<file path="config.mk">
export PLATFORM = sky130hd
export DESIGN_NAME = trap_sequencer
export DESIGN_NICKNAME = d
export VERILOG_FILES = /design/src/rtl/trap_sequencer.sv
export SDC_FILE = /design/constraint.sdc
export NUM_CORES = 1
export LEC_CHECK = 0
export BUFFER_PORTS_ARGS = -buffer_cell sky130_fd_sc_hd__buf_4
export CORE_MARGIN = 2
export CORE_UTILIZATION = 55
export CTS_BUF_LIST = sky130_fd_sc_hd__clkbuf_8
export DETAILED_ROUTE_END_ITERATION = 10
export GPL_TIMING_DRIVEN = 0
export PLACE_DENSITY_LB_ADDON = 0.3
export SYNTH_ARGS = -nofsm -noshare
export SYNTH_HDL_FRONTEND = slang
export SYNTH_SLANG_ARGS = --single-unit
</file>
<file path="constraint.sdc">
create_clock -name i_clk -period 2.6 [get_ports i_clk]
set_clock_uncertainty 0.2 [all_clocks]
set_input_delay 0.39 -clock i_clk [delete_from_list [all_inputs] [get_ports i_clk]]
set_output_delay 0.39 -clock i_clk [all_outputs]
set_load 0.01 [all_outputs]
</file>
<file path="src/rtl/trap_sequencer.sv">
// M-mode trap sequencer: owns the trap CSRs, sequences trap entry and MRET return,
// and issues a one-cycle PC redirect to fetch while holding the pipeline with o_busy.
module trap_sequencer #(
   parameter logic [31:0] MTVEC_RESET = 32'h0000_0000,
   parameter bit          VECTORED_EN = 1'b1
) (
   input  logic        i_clk,
   input  logic        i_rst_n,
   input  logic        i_trap_req,
   input  logic [4:0]  i_trap_cause,
   input  logic [31:0] i_trap_tval,
   input  logic [31:0] i_pc,
   input  logic        i_mret,
   input  logic        i_csr_we,
   input  logic [11:0] i_csr_addr,
   input  logic [31:0] i_csr_wdata,
   output logic [31:0] o_csr_rdata,
   output logic        o_csr_hit,
   output logic        o_busy,
   output logic        o_redirect,
   output logic [31:0] o_redirect_pc,
   output logic        o_mie
);

   localparam logic [11:0] AddrMstatus  = 12'h300;
   localparam logic [11:0] AddrMtvec    = 12'h305;
   localparam logic [11:0] AddrMscratch = 12'h340;
   localparam logic [11:0] AddrMepc     = 12'h341;
   localparam logic [11:0] AddrMcause   = 12'h342;
   localparam logic [11:0] AddrMtval    = 12'h343;

   typedef enum logic [1:0] {StIdle, StTrapRedir, StRetRedir} state_e;

   state_e      state_q, state_d;
   logic        mie_q, mie_d;
   logic        mpie_q, mpie_d;
   logic [31:2] mtvec_base_q, mtvec_base_d;
   logic        mtvec_mode_q, mtvec_mode_d;
   logic [31:0] mscratch_q, mscratch_d;
   logic [31:2] mepc_q, mepc_d;
   logic [31:0] mcause_q, mcause_d;
   logic [31:0] mtval_q, mtval_d;

   // mepc is word aligned, so the low PC bits never reach a register.
   logic unused_pc;
   assign unused_pc = ^i_pc[1:0];

   always_ff @(posedge i_clk or negedge i_rst_n) begin
      if (!i_rst_n) begin
         state_q      <= StIdle;
         mie_q        <= 1'b0;
         mpie_q       <= 1'b0;
         mtvec_base_q <= MTVEC_RESET[31:2];
         mtvec_mode_q <= MTVEC_RESET[0] & VECTORED_EN;
         mscratch_q   <= 32'h0;
         mepc_q       <= 30'h0;
         mcause_q     <= 32'h0;
         mtval_q      <= 32'h0;
      end else begin
         state_q      <= state_d;
         mie_q        <= mie_d;
         mpie_q       <= mpie_d;
         mtvec_base_q <= mtvec_base_d;
         mtvec_mode_q <= mtvec_mode_d;
         mscratch_q   <= mscratch_d;
         mepc_q       <= mepc_d;
         mcause_q     <= mcause_d;
         mtval_q      <= mtval_d;
      end
   end

   always_comb begin
      state_d       = state_q;
      mie_d         = mie_q;
      mpie_d        = mpie_q;
      mtvec_base_d  = mtvec_base_q;
      mtvec_mode_d  = mtvec_mode_q;
      mscratch_d    = mscratch_q;
      mepc_d        = mepc_q;
      mcause_d      = mcause_q;
      mtval_d       = mtval_q;
      o_redirect    = 1'b0;
      o_redirect_pc = 32'h0;

      case (state_q)
         StIdle: begin
            if (i_trap_req) begin
               // The faulting instruction does not retire: any CSR write and MRET are dropped.
               mepc_d   = i_pc[31:2];
               mcause_d = {27'b0, i_trap_cause};
               mtval_d  = i_trap_tval;
               mpie_d   = mie_q;
               mie_d    = 1'b0;
               state_d  = StTrapRedir;
            end else begin
               if (i_csr_we) begin
                  case (i_csr_addr)
                     AddrMstatus: begin
                        if (!i_mret) begin
                           mie_d  = i_csr_wdata[3];
                           mpie_d = i_csr_wdata[7];
                        end
                     end
                     AddrMtvec: begin
                        mtvec_base_d = i_csr_wdata[31:2];
                        mtvec_mode_d = i_csr_wdata[0] & VECTORED_EN;
                     end
                     AddrMscratch: mscratch_d = i_csr_wdata;
                     AddrMepc:     mepc_d     = i_csr_wdata[31:2];
                     AddrMcause:   mcause_d   = i_csr_wdata;
                     AddrMtval:    mtval_d    = i_csr_wdata;
                     default: ;
                  endcase
               end
               if (i_mret) begin
                  mie_d   = mpie_q;
                  mpie_d  = 1'b1;
                  state_d = StRetRedir;
               end
            end
         end
         StTrapRedir: begin
            // Exceptions always target BASE, even in vectored mode.
            o_redirect    = 1'b1;
            o_redirect_pc = {mtvec_base_q, 2'b00};
            state_d       = StIdle;
         end
         StRetRedir: begin
            o_redirect    = 1'b1;
            o_redirect_pc = {mepc_q, 2'b00};
            state_d       = StIdle;
         end
         default: state_d = StIdle;
      endcase
   end

   always_comb begin
      o_csr_hit   = 1'b1;
      o_csr_rdata = 32'h0;
      case (i_csr_addr)
         AddrMstatus:  o_csr_rdata = {19'b0, 2'b11, 3'b0, mpie_q, 3'b0, mie_q, 3'b0};
         AddrMtvec:    o_csr_rdata = {mtvec_base_q, 1'b0, mtvec_mode_q};
         AddrMscratch: o_csr_rdata = mscratch_q;
         AddrMepc:     o_csr_rdata = {mepc_q, 2'b00};
         AddrMcause:   o_csr_rdata = mcause_q;
         AddrMtval:    o_csr_rdata = mtval_q;
         default:      o_csr_hit   = 1'b0;
      endcase
   end

   assign o_busy = (state_q != StIdle) | i_trap_req | i_mret;
   assign o_mie  = mie_q;

endmodule

</file>
==> metrics.md, run 1 <==
| Metric | Value |
|---|---|
| Total CTS buffers | `17` |
| Largest net degree at the start of global routing | `98` |
| Post-layout util | `78.6%` |
| Critical Path End Type | `register` |
| Cells after synthesis | `723` |
| Fin. max-slew vios | `0` |
| First-pass GRT wire length | `47.4 mm` |
| Hpwl dp | `19.3 mm` |
| Initial antenna violation count | `0` |
| Maxcap violations | `0` |
| RSZ-0062 raised after global routing | `yes` |
| Synth warn | `0` |
| Share of the clock period used by the worst path | `102%` |
| Drt wl/cell | `25.7 um` |
| Worst-skew pair later-pin latency | `0.47 ns` |
| WP data arrival | `2.81 ns` |
| Initial DRC Count | `1,090` |
| Setup TNS | `-0.780 ns` |
| Post-route minimum period | `2.65 ns` |
| Synth cell types | `48` |
| Worst Path Required | `2.77 ns` |
| Die Area | `16,300 sq um` |
| Synth area leader | `dfrtp_1` |
| CTS tree | `done` |
| Worst slew pin tran | `0.860 ns` |
| Violated checks | `negative setup slack` |
| Top cells by area, synth | `dfrtp_1, mux2_2, a221o_1, a22o_1, a22oi_1` |
| Vias in the first global route | `8,454` |
| Vias per cell | `6.82` |
| Starting Density | `55.8%` |
| Hold Crit Depth | `2` |
| DRC | `0` |
| VDD IR max | `0.429 mV` |
| Status | `finished, violations left` |
| CTS HTree Levels | `4` |
| Reg-to-reg slack, setup | `-0.05 ns` |
| Min-delay src | `i_trap_tval[1]` |
| Die Span X | `128 um` |
| GRT overflow | `0` |
| Final hold violation count | `0` |
| Fillers | `915` |
| Share of cells above drive strength 1 | `37.8%` |
| CTS root buf | `clkbuf_8` |
| Reg2Reg Capture Point | `mscratch_q[8]` |
| Crit-path max FO | `10` |
| Ys flop type | `dfrtp_1` |
| Hold Crit Endpoint | `mtval_q[1]` |
| DR pass1 iterations | `8` |
| Min Hold Slack | `0.00185 ns` |
| Vias | `8,406` |
| Async S/R FF share, synth | `100%` |
| EDFF count, synth | `0` |
| Worst Reg2Reg Path Length in Cells | `7` |
| Avg Synthesized Cell Area | `11.6 sq um` |
| Placer Congestion | `1.00` |
| FMAX | `0.377 GHz` |
| Dpl ws | `-1.08 ns` |
| Top-Level Pins | `186` |
| Commonest non-fill, non-tap cell in the layout | `buf_4` |
| Row count | `45` |
| Startpoint Class | `register` |
| Sequential area share after synthesis | `48.0%` |
| Synth Register Bits | `161` |
| Hold crit path type | `in -> reg` |
| Post-Synthesis Cell Area | `8400 sq um` |
| Worst-path clk slew | `0.09 ns` |
| Most frequent cells in the layout | `buf_4, dfrtp_1, dlygate4sd3_1, mux2_2, a221o_1` |
| Sink Count | `161` |
| GRT Overall Usage | `38.6%` |
| Final setup violation count | `26` |
| Max-slew headroom | `42.2%` |
| Die height | `128 um` |
| Antenna diodes | `0` |
| Final Worst Setup Slack | `-0.0490 ns` |
| Pwr/cell area | `556 nW/um^2` |
| P&R area growth vs syn | `40.7%` |
| Clock Tree Buf Depth | `2` |
| # port buffers | `180` |
| Leakage power | `5.47 nW` |
| WL final | `31.6 mm` |
| Synth top area share | `48.0%` |
| Nets@finish | `1,153` |
| Reg2reg start | `state_q[1]` |
| Core area | `15,000 sq um` |
| Routed Antenna Nets | `0` |
| Setup CP Type | `reg -> reg` |
## repair_timing
action,CTS,global route
gates cloned,1,0
hold endpoints to repair,197,0
setup buffers,10,7
resized for setup,80,59
pin swaps,14,9
hold buffers,93,0
setup endpoints to repair,195,163
## cell usage after synthesis, drive strengths merged, types with 2 or more instances
cell type,count
nor3,5
a2bb2oi,10
a211oi,2
or4,2
a21oi,3
nor3b,33
and3,30
nand2,8
a221o,76
nor2,25
a22o,42
a32oi,6
or3b,2
clkbuf,53
nand4b,2
or3,2
nand3,2
ha,3
nor2b,41
inv,2
dfrtp,161
nand3b,2
nand2b,4
o21ai,19
a22oi,47
buf,19
mux2i,26
o32ai,2
and4,2
o221a,2
nor4,3
and2,4
nand4,3
mux2,74
## metrics by stage
| step | total power, mW | instance area (sq um) | instances |
|---|---|---|---|
| 2_1_floorplan | 3.83 | 8400 | 724 |
| 3_5_place_dp | 4.43 | 10000 | 1093 |
| 6_report | 6.57 | 11800 | 1232 |
| 5_1_grt | 6.76 | 11800 | 1232 |
| 4_1_cts | 6.41 | 11700 | 1226 |
| 3_3_place_gp | 4.39 | 9990 | 1092 |
## final cells by class
cell class              count  area [sq um]  area share, %
well taps                 188           235           1.99
repair buffers            292          2510           21.2
multi-input cells         489          4220           35.7
clock inverters            14           156           1.32
clock buffers              17           234           1.98
plain buffers              69           427           3.61
flip-flops and latches    161          4030           34.1
inverters                   2          7.51         0.0636
## kinds of logic after synthesis
group	Yosys count	share of synthesized area [%]
flip-flops	161	48.0
other	1	0.0447
adder cells (fa/ha/maj)	3	0.447
AO/OA/AOI/OAI	210	21.7
multiplexers	100	13.0
buffers and inverters	74	3.74
AND/OR/NAND/NOR	174	13.1
## worst max-delay path by stage
stage | startpoint | end
after global routing | state_q[1] | mscratch_q[29]
after floorplan | i_csr_addr[1] | o_csr_rdata[14]
after global placement | i_csr_addr[6] | o_csr_rdata[23]
final | state_q[1] | mscratch_q[8]
after CTS | i_csr_addr[7] | o_csr_rdata[14]
after detailed placement | i_csr_addr[6] | o_csr_rdata[23]
## state kept, by name, indices dropped and copies added, names as in the netlist
register,flops
state_q,2
mtvec_mode_q,1
mtvec_base_q,30
o_mie,1
mepc_q,30
mscratch_q,32
mpie_q,1
mcause_q,32
mtval_q,32
## worst max-delay path: stages, from the launching register on
cell and delay (ns):
dfrtp_1 0.41, inv_1 0.11, ha_4 0.18, buf_4 0.16, and3b_1 0.19, nand2_1 0.24, buf_1 0.63, mux2_2 0.42
## per-layer routing
layer	track usage, %	wire, um	share of wire, %	up-vias
met5	0	0	0	-
met4	17.6	1260	4.0	0
met3	8.42	3490	11	127
met2	61.6	15000	47	672
met1	50.9	11900	38	4165
li1	-	-	-	3442
## power breakdown
group | switching (mW) | internal [mW]
Sequential | 0.240 | 2.81
Clock | 1.04 | 0.863
Combinational | 0.785 | 0.832
Total | 2.07 | 4.50
No activity file was read; power rests on OpenSTA's default activity.
==> inputs of run 2 (changes only) <==
REMOVE_ABC_BUFFERS = 1   (was unset)
==> metrics.md, run 2 (same netlist as run 1, synthesis figures left out) <==
| Metric | Value |
|---|---|
| Routed Antenna Nets | `0` |
| WP data arrival | `2.05 ns` |
| Post-route minimum period | `2.64 ns` |
| WL final | `33.2 mm` |
| # port buffers | `181` |
| DR pass1 iterations | `5` |
| Setup CP Type | `in -> out` |
| Status | `finished, violations left` |
| Crit-path max FO | `3` |
| Final hold violation count | `0` |
| Final Cell Area | `12,000 sq um` |
| Row count | `45` |
| Placer Congestion | `0.876` |
| Clock Tree Buf Depth | `2` |
| Worst slew pin tran | `0.879 ns` |
| Worst Reg2Reg Path Length in Cells | `6` |
| Largest regs | `mcause_q x32, mscratch_q x32, mtval_q x32` |
| Hpwl dp | `16.2 mm` |
| Max-slew headroom | `41.4%` |
| Top-Level Pins | `186` |
| Total CTS buffers | `17` |
| Commonest non-fill, non-tap cell in the layout | `buf_4` |
| Nets@finish | `1,130` |
| Largest net degree at the start of global routing | `90` |
| Fin. max-slew vios | `0` |
| Antenna diodes | `0` |
| GRT overflow | `0` |
| Die height | `128 um` |
| Share of the clock period used by the worst path | `102%` |
| VDD IR max | `0.399 mV` |
| Vias per cell | `7.04` |
| Initial DRC Count | `1,051` |
| Initial antenna violation count | `0` |
| Vias in the first global route | `8,608` |
| P&R area growth vs syn | `43.3%` |
| Most frequent cells in the layout | `buf_4, dfrtp_1, dlygate4sd3_1, mux2_2, a221o_1` |
| Maxcap violations | `0` |
| Placed Area | `9910 sq um` |
| RSZ-0062 raised after global routing | `yes` |
| Critical Path End Type | `primary output` |
| Hold Crit Depth | `3` |
| Worst-path clk slew | `0.08 ns` |
| Drt wl/cell | `27.5 um` |
| Final Worst Setup Slack | `-0.0397 ns` |
| Leakage power | `5.57 nW` |
| Total power | `6.70 mW` |
| Share of cells above drive strength 1 | `39.8%` |
| DRC | `0` |
| Starting Density | `55.8%` |
| CTS root buf | `clkbuf_8` |
| Hold crit path type | `in -> reg` |
| Worst-skew pair later-pin latency | `0.47 ns` |
| First-pass GRT wire length | `47.5 mm` |
| Die Area | `16,300 sq um` |
| Worst Path Required | `2.01 ns` |
| GRT Overall Usage | `38.5%` |
| Sink Count | `161` |
| Pwr/cell area | `557 nW/um^2` |
| Setup TNS | `-0.146 ns` |
| CTS tree | `done` |
| Core area | `15,000 sq um` |
| FMAX | `0.379 GHz` |
| Post-layout util | `80.0%` |
| CTS HTree Levels | `4` |
| Final setup violation count | `7` |
| Violated checks | `negative setup slack` |
| Vias | `8,509` |
| Startpoint Class | `primary input` |
| Die Span X | `128 um` |
## run 2: cell types whose count changed in the layout (fill, tap and decap cells not counted), moves of 7 or more
| cell | previous run | this run |
|---|---|---|
| o21ai_0 | 9 | 18 |
| clkbuf_1 | 22 | 0 |
| o21ai_1 | 8 | 1 |
| buf_2 | 8 | 0 |
| clkbuf_4 | 9 | 0 |
| buf_4 | 198 | 210 |
| clkbuf_2 | 7 | 0 |
## run 2: where the power goes
part           total [mW]  internal [mW]  leakage [nW]  switching [mW]
Clock                1.91          0.997         0.219           0.909
Combinational        1.75          0.895          3.23           0.857
Sequential           3.05           2.81          2.13           0.237
Total                6.70           4.70          5.57            2.00
## run 2: path summary, 6_finish.rpt
kind	startpoint	to	slack, ns
min reg2reg	mcause_q[19]	mcause_q[19]	0.31
max in group asynchronous	i_rst_n	mepc_q[25]	1.03
min in group asynchronous	i_rst_n	mepc_q[8]	0.30
max reg2reg	state_q[1]	mtval_q[24]	0
min	i_trap_cause[1]	mcause_q[1]	0.03
max	i_csr_addr[5]	o_csr_rdata[13]	-0.04
## run 2: layer usage
layer	vias up	global-route usage, %	wire length (um)
li1	3405	-	-
met1	4221	50.7	12400
met2	730	59.8	15200
met3	153	9.63	3900
met4	0	19.1	1680
met5	-	0	0
## run 2: layout make-up
| type | instances | area (sq um) |
|---|---|---|
| Timing Repair Buffer | 330 | 2970 |
| Tap cell | 188 | 235 |
| Clock buffer | 20 | 275 |
| Multi-Input combinational cell | 497 | 4390 |
| Sequential cell | 161 | 4030 |
| Inverter | 2 | 7.51 |
| Clock inverter | 10 | 120 |
| Fill cell | 851 | 3010 |
## run 2: stage by stage
stage | setup slack [ns] | hold slack [ns] | std cells
floorplan | -0.902 | -0.106 | 652
global placement | -3.24 | 0.284 | 1021
detailed placement | -1.13 | 0.250 | 1030
finish | -0.0397 | 0.0329 | 1208
global route | -0.0777 | 0.0331 | 1208
CTS | 0.000527 | 0.0153 | 1193
## run 2: timing repair
item                                    CTS  global route
hold buffers                             96             0
resized for setup                        30            28
pin swaps                                12            10
cloned                                    4             5
endpoints found under the hold margin   219             0
endpoints found under the setup margin  212           164
buffers inserted                         33            10
## run 2: critical path, cell delays in order
cell and delay (ns):
buf_8 0.10, or3_4 0.41, buf_4 0.16, nor3_2 0.24, nand2_2 0.11, buf_4 0.17
o21ai_0 0.27, buf_4 0.19
